**config.mk**
```make
export PLATFORM = sky130hd
export DESIGN_NAME = seg_scan
export DESIGN_NICKNAME = d
export VERILOG_FILES = /design/src/rtl/seg_scan.sv
export SDC_FILE = /design/constraint.sdc
export NUM_CORES = 1
export LEC_CHECK = 0
export CAP_MARGIN = 20
export CORE_MARGIN = 5
export CORE_UTILIZATION = 49
export CTS_BUF_LIST = sky130_fd_sc_hd__clkbuf_16
export DETAILED_ROUTE_END_ITERATION = 12
export GPL_TIMING_DRIVEN = 0
export PLACE_DENSITY = 0.79
export SLEW_MARGIN = 20
export SYNTH_ARGS = -nofsm -noshare
export SYNTH_HDL_FRONTEND = slang
export SYNTH_SLANG_ARGS = --single-unit
```
**constraint.sdc**
```tcl
create_clock -name clk -period 4.8 [get_ports clk]
set_clock_uncertainty 0.15 [all_clocks]
set_input_delay 0.48 -clock clk [delete_from_list [all_inputs] [get_ports clk]]
set_output_delay 0.48 -clock clk [all_outputs]
set_load 0.005 [all_outputs]
```
**src/rtl/seg_scan.sv**
```systemverilog
// Eight-digit multiplexed 7-segment scanner with a double-buffered frame (shadow -> active on wrap).
// Optional leading-zero blanking is compiled in with `define SEG_SCAN_LZB_EN.
module seg_scan #(
    parameter int DIV = 50000
) (
    input  logic        clk,
    input  logic        rst,
    input  logic        en,
    input  logic        wr_valid,
    input  logic [31:0] wr_data,
    input  logic [7:0]  wr_dp,
    input  logic [7:0]  wr_blank,
    output logic        wr_ready,
    output logic        a,
    output logic        b,
    output logic        c,
    output logic        d,
    output logic        e,
    output logic        f,
    output logic        g,
    output logic        dp,
    output logic [7:0]  ds,
    output logic        frame_tick
);
    localparam int PW = $clog2(DIV);

    logic [PW-1:0] presc;
    logic [2:0]    idx;
    logic          pending, pending_nxt;
    logic [31:0]   sh_data, act_data;
    logic [7:0]    sh_dp, sh_blank, act_dp, act_blank;
    logic          wrap_d;
    logic [6:0]    seg_q;
    logic          dp_q;
    logic [7:0]    ds_q;

    logic        last, wrap, accept, swap;
    logic [31:0] upper;
    logic [3:0]  nib;
    logic        blank_cur;

    function automatic logic [6:0] glyph(input logic [3:0] n);
        case (n)
            4'h0: glyph = 7'h3F;  4'h1: glyph = 7'h06;  4'h2: glyph = 7'h5B;  4'h3: glyph = 7'h4F;
            4'h4: glyph = 7'h66;  4'h5: glyph = 7'h6D;  4'h6: glyph = 7'h7D;  4'h7: glyph = 7'h07;
            4'h8: glyph = 7'h7F;  4'h9: glyph = 7'h6F;  4'hA: glyph = 7'h77;  4'hB: glyph = 7'h7C;
            4'hC: glyph = 7'h39;  4'hD: glyph = 7'h5E;  4'hE: glyph = 7'h79;  default: glyph = 7'h71;
        endcase
    endfunction

    always_comb begin
        last   = en && (presc == PW'(DIV - 1));
        wrap   = last && (idx == 3'd7);
        accept = wr_valid && wr_ready;
        swap   = wrap && pending;
        pending_nxt = pending;
        if (accept)
            pending_nxt = 1'b1;
        else if (swap)
            pending_nxt = 1'b0;
        // Current nibble and all higher ones, for leading-zero detection
        upper = act_data >> {idx, 2'b00};
        nib   = upper[3:0];
`ifdef SEG_SCAN_LZB_EN
        blank_cur = act_blank[idx] || ((idx != 3'd0) && (upper == 32'd0) && !act_dp[idx]);
`else
        blank_cur = act_blank[idx];
`endif
    end

    always_ff @(posedge clk or posedge rst) begin
        if (rst) begin
            presc      <= '0;
            idx        <= '0;
            pending    <= 1'b0;
            wr_ready   <= 1'b1;
            sh_data    <= '0;
            sh_dp      <= '0;
            sh_blank   <= '0;
            act_data   <= '0;
            act_dp     <= '0;
            act_blank  <= 8'hFF;
            wrap_d     <= 1'b0;
            frame_tick <= 1'b0;
            seg_q      <= '0;
            dp_q       <= 1'b0;
            ds_q       <= 8'hFF;
        end else begin
            if (en) begin
                presc <= last ? '0 : presc + PW'(1);
                if (last)
                    idx <= idx + 3'd1;
            end
            if (accept) begin
                sh_data  <= wr_data;
                sh_dp    <= wr_dp;
                sh_blank <= wr_blank;
            end
            if (swap) begin
                act_data  <= sh_data;
                act_dp    <= sh_dp;
                act_blank <= sh_blank;
            end
            pending  <= pending_nxt;
            wr_ready <= !pending_nxt;
            // Tick is delayed to line up with the first slot of the new frame on the outputs
            wrap_d     <= wrap;
            frame_tick <= wrap_d && en;
            if (en && !blank_cur) begin
                ds_q  <= ~(8'd1 << idx);
                seg_q <= glyph(nib);
                dp_q  <= act_dp[idx];
            end else begin
                ds_q  <= 8'hFF;
                seg_q <= '0;
                dp_q  <= 1'b0;
            end
        end
    end

    assign {g, f, e, d, c, b, a} = seg_q;
    assign dp = dp_q;
    assign ds = ds_q;
endmodule

```
### Word level (Yosys, flattened, before mapping)

Memory sizes are Yosys's and may differ from the RTL's.
Index checks and enable logic that the tools add are counted.

| cells by class | value |
|---|---|
| bitwise operators | 1 |
| shifts and indexed selects | 2 |
| $lt $le $gt $ge | 1 |
| equality and inequality tests | 2 |
| reductions and logical operators | 9 |
| add/sub/neg operators | 2 |
| multiplexer cells | 10 |

Operator list:

| cell | count |
|---|---|
| $shr 32x5->4 | 1 |
| $add 16x1->16 const B | 1 |
| $eq 16x16->1 const B | 1 |
| $mux 16 | 1 |
| $mux 8 | 1 |
| $not 8->8 | 1 |
| $shl 1x3->8 const A | 1 |
| $mux 7 | 1 |
| $bmux 1 s3 | 2 |
| $logic_and 1x1->1 | 6 |
| $mux 1 | 5 |
| $lt 3x4->1 const B | 1 |
| $add 3x1->3 const B | 1 |
| $eq 3x3->1 const B | 1 |
| $logic_not 1->1 | 2 |
| $reduce_and 2->1 | 1 |

| storage, ports and cells | value |
|---|---|
| memory bits (read-only) | 112 |
| word-level logic and storage cells | 43 |
| input bits | 52 |
| memories | 1 |
| output and inout bits | 18 |
| register bits after elaboration | 135 |

Memories:

| name | depth | bits a word | rd ports | clocked after Yosys merged registers in | write ports | line | source |
|---|---|---|---|---|---|---|---|
| (no name shown) | 16 | 7 | 1 | 0 | 0 | 43 | `case (n)` |

### Logic depth before layout (Yosys ltp)

Gate-level depths: netlist of the first run.

| depth | value |
|---|---|
| word-level depth | 7 |
| mapped depth | 10 |
| mapped depth without buffers | 8 |

### Least setup slack after synthesis of the first run

OpenSTA, ideal clock, no wires.

| path | value |
|---|---|
| path kind | reg2reg |
| start point | register idx[0] |
| end point | register seg_q[3] |
| buffers on the path | 2 |
| data required time | 4569 ps |
| stages on the path, launching flop included | 10 |
| library setup time | 81 ps |
| period minus slack after synthesis | 2690 ps |
| slack | 2110 ps |
| data arrival time | 2459 ps |
| cells stage by stage | dfrtp_1 buf_4 buf_6 mux4_2 mux2i_1 inv_1 ha_1 a21boi_0 or3b_2 a21oi_1 |

| on the way | value |
|---|---|
| word-level cells in the longest chain between the ends | 5 |
| elaborated cells on any way between the ends | 7 |
| those cells by class | 1 x shift; 3 x mux; 2 x reduce/logical; 1 x memory |

RTL lines:

| element | line | source |
|---|---|---|
| from (decl) | 28 | `logic [2:0] idx;` |
| from (signal assigned) | 92 | `idx <= idx + 3'd1;` |
| branches (longest 4 deep; another with $mem_v2 16x7) | - |  |
| $mux 7 * | 109 | `if (en && !blank_cur) begin` |
| to (signal assigned) | 111 | `seg_q <= glyph(nib);` |
| to (decl) | 33 | `logic [6:0] seg_q;` |

Mark *: on every way between the ends. The select of a mux whose other input is x is not followed.
A chain may end at the register's enable or synchronous reset.

### Worst setup path in the final report of the first run

Ends and elaborated chain as after synthesis.

==> results.py, run 1 <==
metrics = {
    "floorplan": {
        "io_pins": 70,
        "die-height_um": 118.6,
        "initial_core_utilization_pct": 50.22,
        "chipWidth_um": 118.6,
        "die_area_um2": 14070,
        "core_region_area_um2": 11520,
        "std_cell_rows": 39,
    },
    "logic_synthesis": {
        "largest_family_of_logic_cells_by_synthesized_area": "multiplexers",
        "syn_nets": 467,
        "synthesized_area_divided_by_synthesized_cell_count_um2": 14.39,
        "synth.cell_area_um2": 5783,
        "synth_edf_count": 0,
        "synth_xor_xnor_area_share_pct": 2.272,
        "synth.ff_latch_count": 135,
        "synth.area.top_cells": "sky130_fd_sc_hd__dfrtp_1 51%, sky130_fd_sc_hd__mux2_2 15%, sky130_fd_sc_hd__dfstp_2 7.7%",
        "fraction_of_the_yosys_area_taken_by_sequential_cells_pct": 58.78,
        "synth_top_cell_by_area": "sky130_fd_sc_hd__dfrtp_1",
        "synthAdderAreaFrac_pct": 2.813,
        "synth_cell_type_count": 50,
        "yosys.area.top_type_share_pct": 51.06,
        "synthMuxAreaShare_pct": 24.36,
        "dominantRegCellSynth": "sky130_fd_sc_hd__dfrtp_1",
        "ys.warnings.count": 0,
        "synth_async_sr_flop_share_pct": 100.0,
        "synth_compound_area_share_pct": 2.618,
        "leading_cell_type_by_number_of_instances_after_synthesis": "sky130_fd_sc_hd__dfrtp_1",
        "synth-simple-area-share_pct": 6.296,
        "synthesis.instances": 402,
        "yosys-top-cells-count": "118 x sky130_fd_sc_hd__dfrtp_1, 78 x sky130_fd_sc_hd__mux2_2, 26 x sky130_fd_sc_hd__nand2_1",
    },
    "finish": {
        "antenna_cells": 0,
        "area_growth_syn_to_layout_pct": 24.66,
        "drive_gt1_share_pct": 29.28,
        "final_net_count": 555,
        "post-route-util_pct": 62.60,
    },
    "clocking": {
        "cts_hold_buf": 0,
        "insertion_delay_ns": 0.41,
        "cts-root-buf": "sky130_fd_sc_hd__clkbuf_16",
        "clock_tree.htree_level_count": 4,
        "post_cts.repair.setup_buffers": 0,
        "maximum_clock_insertion_buffer_count": 2,
        "clk_pin_slew_ns": 0.05,
        "count_of_cells_resized_by_post_cts_repair": 0,
        "cts.sink_count": 135,
        "cts_buf_count": 17,
        "cts_tree": "built",
    },
    "timing": {
        "setup_viol": 0,
        "slew-limit-headroom_pct": 52.97,
        "max_clock_freq_mhz": 323.8,
        "rsz_0062_raised_after_global_routing": "false",
        "tightest_slew_ns": 0.7027,
        "min_period_over_period_pct": 64.34,
        "period_needed_ns": 3.088,
        "totalNegativeSetupSlack_ns": 0,
        "hold_viol": 0,
        "final-max-slew-violation-count": 0,
    },
    "power": {
        "power.ir.vdd_worst_v": 0.0001937,
        "p_leak_uw": 0.003298,
        "ratio_of_total_power_to_cell_area_nw_per_um2": 393.6,
        "power_uw": 2837,
    },
    "routing": {
        "detail_route.drc_violations": 0,
        "wl_um": 10960,
        "dr_total_vias": 3453,
        "route.antenna.remaining_nets": 0,
        "drt_first_pass_iters": 4,
        "viasPerCell": 5.353,
        "wl_per_cell_um": 17.00,
        "drt_first_iter_violations": 215,
    },
    "min_path": {
        "worst_hold_path_type": "primary input to flop",
        "worst_hold_startpoint": "en",
    },
    "critical_path": {
        "r2r-start": "idx[0]",
        "setup.worst_path.class": "flop to flop",
        "crit_path_end_kind": "flop",
        "critical_path_arrival_ns": 3.26,
        "critical_path.startpoint": "idx[0]",
        "worst-endpoint-required_ns": 4.98,
        "crit_path_max_fanout": 10,
        "crit_path_start_kind": "flop",
    },
    "status": {
        "outcome": "finished clean",
    },
    "placement": {
        "gp_congestion": 0.8034,
        "dpl.hpwl_um": 7824,
        "buffer_ports.inserted": 68,
    },
    "grt": {
        "grt_antenna_before_repair": 0,
        "first_global_vias": 3874,
        "grt_max_degree": 79,
        "global_route_wire_length_before_repair_um": 18980,
        "gr-usage-all-layers_pct": 17.06,
        "grt_overflow_total": 0,
    },
    "run": {
        "drv.max_cap_violation_count": 0,
    },
}
[where the power goes]
group | internal (µW) | switching [µW] | leakage (µW)
Clock | 738 | 435 | 0.000290
Sequential | 1300 | 97.8 | 0.00167
Combinational | 170 | 101 | 0.00133
[per-stage QoR]
step	area [µm²]	std cells	setup WS [ns]	hold slack, ns
final	7209	645	1.712	0.2137
after floorplan	5783	402	0.5870	0.2702
after global routing	7209	645	1.523	0.2136
after CTS	7209	645	1.706	0.2011
after global placement	6643	613	-0.9626	0.2864
after detailed placement	6675	614	1.733	0.2944
[cell families (layout without fill, tap and decap cells)]
group / count (synthesis) / count (layout)
AND/OR/NAND/NOR: 73 / 73
adder cells (fa/ha/maj): 13 / 13
flip-flops: 135 / 135
AO/OA/AOI/OAI: 21 / 21
XOR/XNOR: 15 / 15
buffers and inverters: 29 / 129
multiplexers: 116 / 116
[worst paths after layout]
path | endpoint | slack [ns] | cells after the start
worst max-delay path | seg_q[3] | 1.71 | 9
worst min-delay path | presc[1] | 0.21 | 2
worst max register to register | seg_q[3] | 1.71 | 9
worst min register to register | wr_ready | 0.30 | 1
max in group asynchronous | wr_ready | 3.33 | 3
min in group asynchronous | sh_dp[0] | 0.43 | 2
[layout by cell type, fill, tap and decap left out, types with 2 or more instances in the layout]
cell	n
sky130_fd_sc_hd__a221oi_1	3
sky130_fd_sc_hd__mux2i_1	8
sky130_fd_sc_hd__a21oi_1	4
sky130_fd_sc_hd__clkdlybuf4s50_1	68
sky130_fd_sc_hd__ha_1	13
sky130_fd_sc_hd__mux4_2	10
sky130_fd_sc_hd__a21boi_0	2
sky130_fd_sc_hd__clkbuf_1	6
sky130_fd_sc_hd__dfstp_2	17
sky130_fd_sc_hd__buf_6	2
sky130_fd_sc_hd__nor2_1	16
sky130_fd_sc_hd__xor2_1	8
sky130_fd_sc_hd__xnor2_1	7
sky130_fd_sc_hd__clkinv_2	3
sky130_fd_sc_hd__nand4_1	2
sky130_fd_sc_hd__nand3_1	10
sky130_fd_sc_hd__o21ai_0	2
sky130_fd_sc_hd__clkbuf_16	17
sky130_fd_sc_hd__buf_2	3
sky130_fd_sc_hd__nor3_1	2
sky130_fd_sc_hd__nand2_1	26
sky130_fd_sc_hd__clkinv_1	3
sky130_fd_sc_hd__dfrtp_1	118
sky130_fd_sc_hd__inv_1	16
sky130_fd_sc_hd__and3_1	2
sky130_fd_sc_hd__nor4_1	2
sky130_fd_sc_hd__mux2_2	78
sky130_fd_sc_hd__buf_8	2
sky130_fd_sc_hd__nor2b_1	2
sky130_fd_sc_hd__bufinv_16	2
sky130_fd_sc_hd__mux2_1	20
sky130_fd_sc_hd__buf_4	4
[layout make-up]
class | instances | area (µm²)
Buffer | 18 | 123.9
Clock buffer | 17 | 425.4
Clock inverter | 14 | 108.9
Fill cell | 898 | 4307
Inverter | 11 | 46.29
Multi-Input combinational cell | 238 | 2218
Sequential cell | 135 | 3400
Tap cell | 143 | 178.9
Timing Repair Buffer | 69 | 708.2
[worst max-delay path: stages, from the launching register on]
cell and delay, ns:
sky130_fd_sc_hd__dfrtp_1 0.39, sky130_fd_sc_hd__buf_4 0.19, sky130_fd_sc_hd__buf_6 0.21, sky130_fd_sc_hd__mux4_2 0.54, sky130_fd_sc_hd__mux2i_1 0.32, sky130_fd_sc_hd__inv_1 0.18
sky130_fd_sc_hd__ha_1 0.21, sky130_fd_sc_hd__a21boi_0 0.14, sky130_fd_sc_hd__or3b_2 0.48, sky130_fd_sc_hd__a21oi_1 0.18
[sequential cells by signal (all words and copies together) (netlist names), 3 cells and up]
name	flops
seg_q	7
sh_blank	8
act_blank	8
act_dp	8
sh_dp	8
presc	16
sh_data	32
act_data	32
idx	3
ds	8
[routing by layer]
metal / GRT usage [%] / share of wire (%) / wire, µm / vias up
met4: 6.372 / 1.6 / 172 / 0
met3: 5.253 / 4.7 / 516 / 16
met2: 28.28 / 52 / 5699 / 78
met1: 21.11 / 42 / 4574 / 1767
met5: 0 / 0 / 0 / -
li1: - / - / - / 1592
No activity file was read; power rests on OpenSTA's default activity.
==> run 2, diff against run 1 <==
==> constraint.sdc (replaced) <==
create_clock -name clk -period 3 [get_ports clk]
set_clock_uncertainty 0.15 [all_clocks]
set_input_delay 0.3 -clock clk [delete_from_list [all_inputs] [get_ports clk]]
set_output_delay 0.3 -clock clk [all_outputs]
set_load 0.005 [all_outputs]
==> results.py, run 2 (synthesis gave the netlist of run 1 again) <==
metrics = {
    "grt": {
        "grt_use_met2_pct": 29.48,
        "grt_overflow_total": 0,
        "use_met3_pct": 4.346,
        "use_met1_pct": 21.26,
        "grt_antenna_before_repair": 0,
        "grt_max_degree": 38,
        "grt-busiest-layer": "met2",
        "first_global_vias": 3960,
        "gr-usage-all-layers_pct": 17.56,
        "global_route_wire_length_before_repair_um": 19460,
    },
    "critical_path": {
        "critical_path_arrival_ns": 3.04,
        "crit_path_start_kind": "flop",
        "r2r-start": "idx[0]",
        "setup.worst_path.class": "flop to flop",
        "crit_path_end_kind": "flop",
        "crit_end": "seg_q[3]",
        "rr_worst_depth": 9,
        "crit_path_max_fanout": 10,
        "worst-endpoint-required_ns": 3.18,
        "critical_path.startpoint": "idx[0]",
        "rr_endpoint": "seg_q[3]",
        "rrSetupSlack_ns": 0.13,
    },
    "clocking": {
        "maximum_clock_insertion_buffer_count": 2,
        "insertion_delay_ns": 0.41,
        "cts_buf_count": 17,
        "post_cts.repair.setup_buffers": 0,
        "cts-root-buf": "sky130_fd_sc_hd__clkbuf_16",
        "clock_tree.htree_level_count": 4,
        "clk_pin_slew_ns": 0.05,
        "cts_tree": "built",
        "cts.sink_count": 135,
    },
    "timing": {
        "rsz_0062_raised_after_global_routing": "false",
        "min_period_over_period_pct": 95.57,
        "slew-limit-headroom_pct": 49.76,
        "tightest_slew_ns": 0.7507,
        "max_clock_freq_mhz": 348.8,
        "hold_viol": 0,
        "final-max-slew-violation-count": 0,
        "period_needed_ns": 2.867,
        "setup_viol": 0,
    },
    "power": {
        "p_leak_uw": 0.003311,
        "power.ir.vdd_worst_v": 0.0003834,
        "power_uw": 4668,
        "ratio_of_total_power_to_cell_area_nw_per_um2": 638.5,
    },
    "finish": {
        "most-common-layout-cells": "118 x sky130_fd_sc_hd__dfrtp_1, 78 x sky130_fd_sc_hd__mux2_2, 68 x sky130_fd_sc_hd__clkdlybuf4s50_1",
        "reg.largest.list": "act_data x32, sh_data x32, presc x16",
        "multi_input_area_um2": 2243,
        "final_net_count": 557,
        "antenna_cells": 0,
        "post-route-cell-area_um2": 7311,
        "layoutNonFillerInstCount": 648,
        "drive_gt1_share_pct": 31.49,
        "regArea_um2": 3400,
        "number_of_fill_cells": 837,
        "area_growth_syn_to_layout_pct": 26.42,
        "commonest_non_fill_non_tap_cell_in_the_layout": "sky130_fd_sc_hd__dfrtp_1",
    },
    "floorplan": {
        "std_cell_rows": 39,
        "chipWidth_um": 118.6,
        "core_region_area_um2": 11520,
        "die_area_um2": 14070,
        "initial_core_utilization_pct": 50.22,
        "die-height_um": 118.6,
        "io_pins": 70,
    },
    "placement": {
        "dpl.hpwl_um": 8108,
        "placed_cells": 616,
        "buffer_ports.inserted": 68,
        "placed_area_um2": 6706,
        "gp_congestion": 0.8556,
    },
    "routing": {
        "route.antenna.remaining_nets": 0,
        "viasPerCell": 5.378,
        "drt_first_pass_iters": 4,
        "drt_first_iter_violations": 148,
        "wl_um": 11250,
        "detail_route.drc_violations": 0,
        "wl_per_cell_um": 17.36,
        "dr_total_vias": 3485,
    },
    "run": {
        "drv.max_cap_violation_count": 0,
    },
    "min_path": {
        "worst_hold_path_type": "primary input to flop",
    },
    "status": {
        "outcome": "finished clean",
    },
}
## run 2: cell count changes in the layout (fill, tap and decap cells not counted), moves of 2 or more
| cell | previous run | this run |
|---|---|---|
| sky130_fd_sc_hd__inv_1 | 16 | 10 |
| sky130_fd_sc_hd__buf_12 | 0 | 3 |
| sky130_fd_sc_hd__clkinvlp_4 | 0 | 3 |
| sky130_fd_sc_hd__clkinv_2 | 3 | 5 |
| sky130_fd_sc_hd__inv_2 | 0 | 2 |
| sky130_fd_sc_hd__mux2i_1 | 8 | 6 |
| sky130_fd_sc_hd__mux2i_4 | 0 | 2 |
## run 2: worst min path at each step
stage,startpoint,end,cells past startpoint
2_1_floorplan,pending,wr_ready,1
3_3_place_gp,pending,wr_ready,1
3_5_place_dp,wrap_d,frame_tick,1
4_1_cts,en,presc[1],2
5_1_grt,en,presc[1],2
6_report,en,presc[1],2
## run 2: where the power goes
| part | switching, µW | internal [µW] | total [µW] |
|---|---|---|---|
| registers | 164 | 2070 | 2240 |
| logic | 165 | 277 | 443 |
| clock network | 711 | 1280 | 1990 |
| total | 1040 | 3630 | 4670 |
## run 2: worst max-delay path: stages (launching register included)
cell                       delay [ns]
sky130_fd_sc_hd__dfrtp_1         0.38
sky130_fd_sc_hd__buf_4           0.19
sky130_fd_sc_hd__buf_8           0.18
sky130_fd_sc_hd__mux4_2          0.56
sky130_fd_sc_hd__mux2i_4         0.23
sky130_fd_sc_hd__inv_2           0.10
sky130_fd_sc_hd__ha_1            0.18
sky130_fd_sc_hd__a21boi_0        0.14
sky130_fd_sc_hd__or3b_2          0.50
sky130_fd_sc_hd__a21oi_1         0.16
## run 2: through the flow
step / util, % / hold slack, ns / worst slack (ns) / TNS (ns)
2_1_floorplan: - / 0.2702 / 0.3099 / 0
3_3_place_gp: 57.71 / 0.2843 / -0.1425 / -16.04
3_5_place_dp: 58.24 / 0.2934 / -0.06626 / -0.06626
4_1_cts: 63.41 / 0.01096 / 0.04380 / 0
5_1_grt: 63.48 / 0.02662 / 0.0009097 / 0
6_report: 63.48 / 0.02971 / 0.1328 / 0
## run 2: what timing repair did
action | CTS | global route
endpoints found under the setup margin | 1 | 1
resized for setup | 4 | 6
hold buffers | 0 | 0
## run 2: cell type report
class | instances | area share, %
clock buffer | 17 | 5.819
tap | 143 | 2.447
multi-input combinational | 238 | 30.69
timing repair buffer | 71 | 10.13
buffer | 18 | 1.763
inverter | 11 | 0.6675
sequential | 135 | 46.50
clock inverter | 15 | 1.985
## run 2: metal layers
metal	up-vias	part of all wire (%)
li1	1610	-
met4	0	2.6
met2	87	52
met1	1762	42
met5	-	0
met3	26	4.0
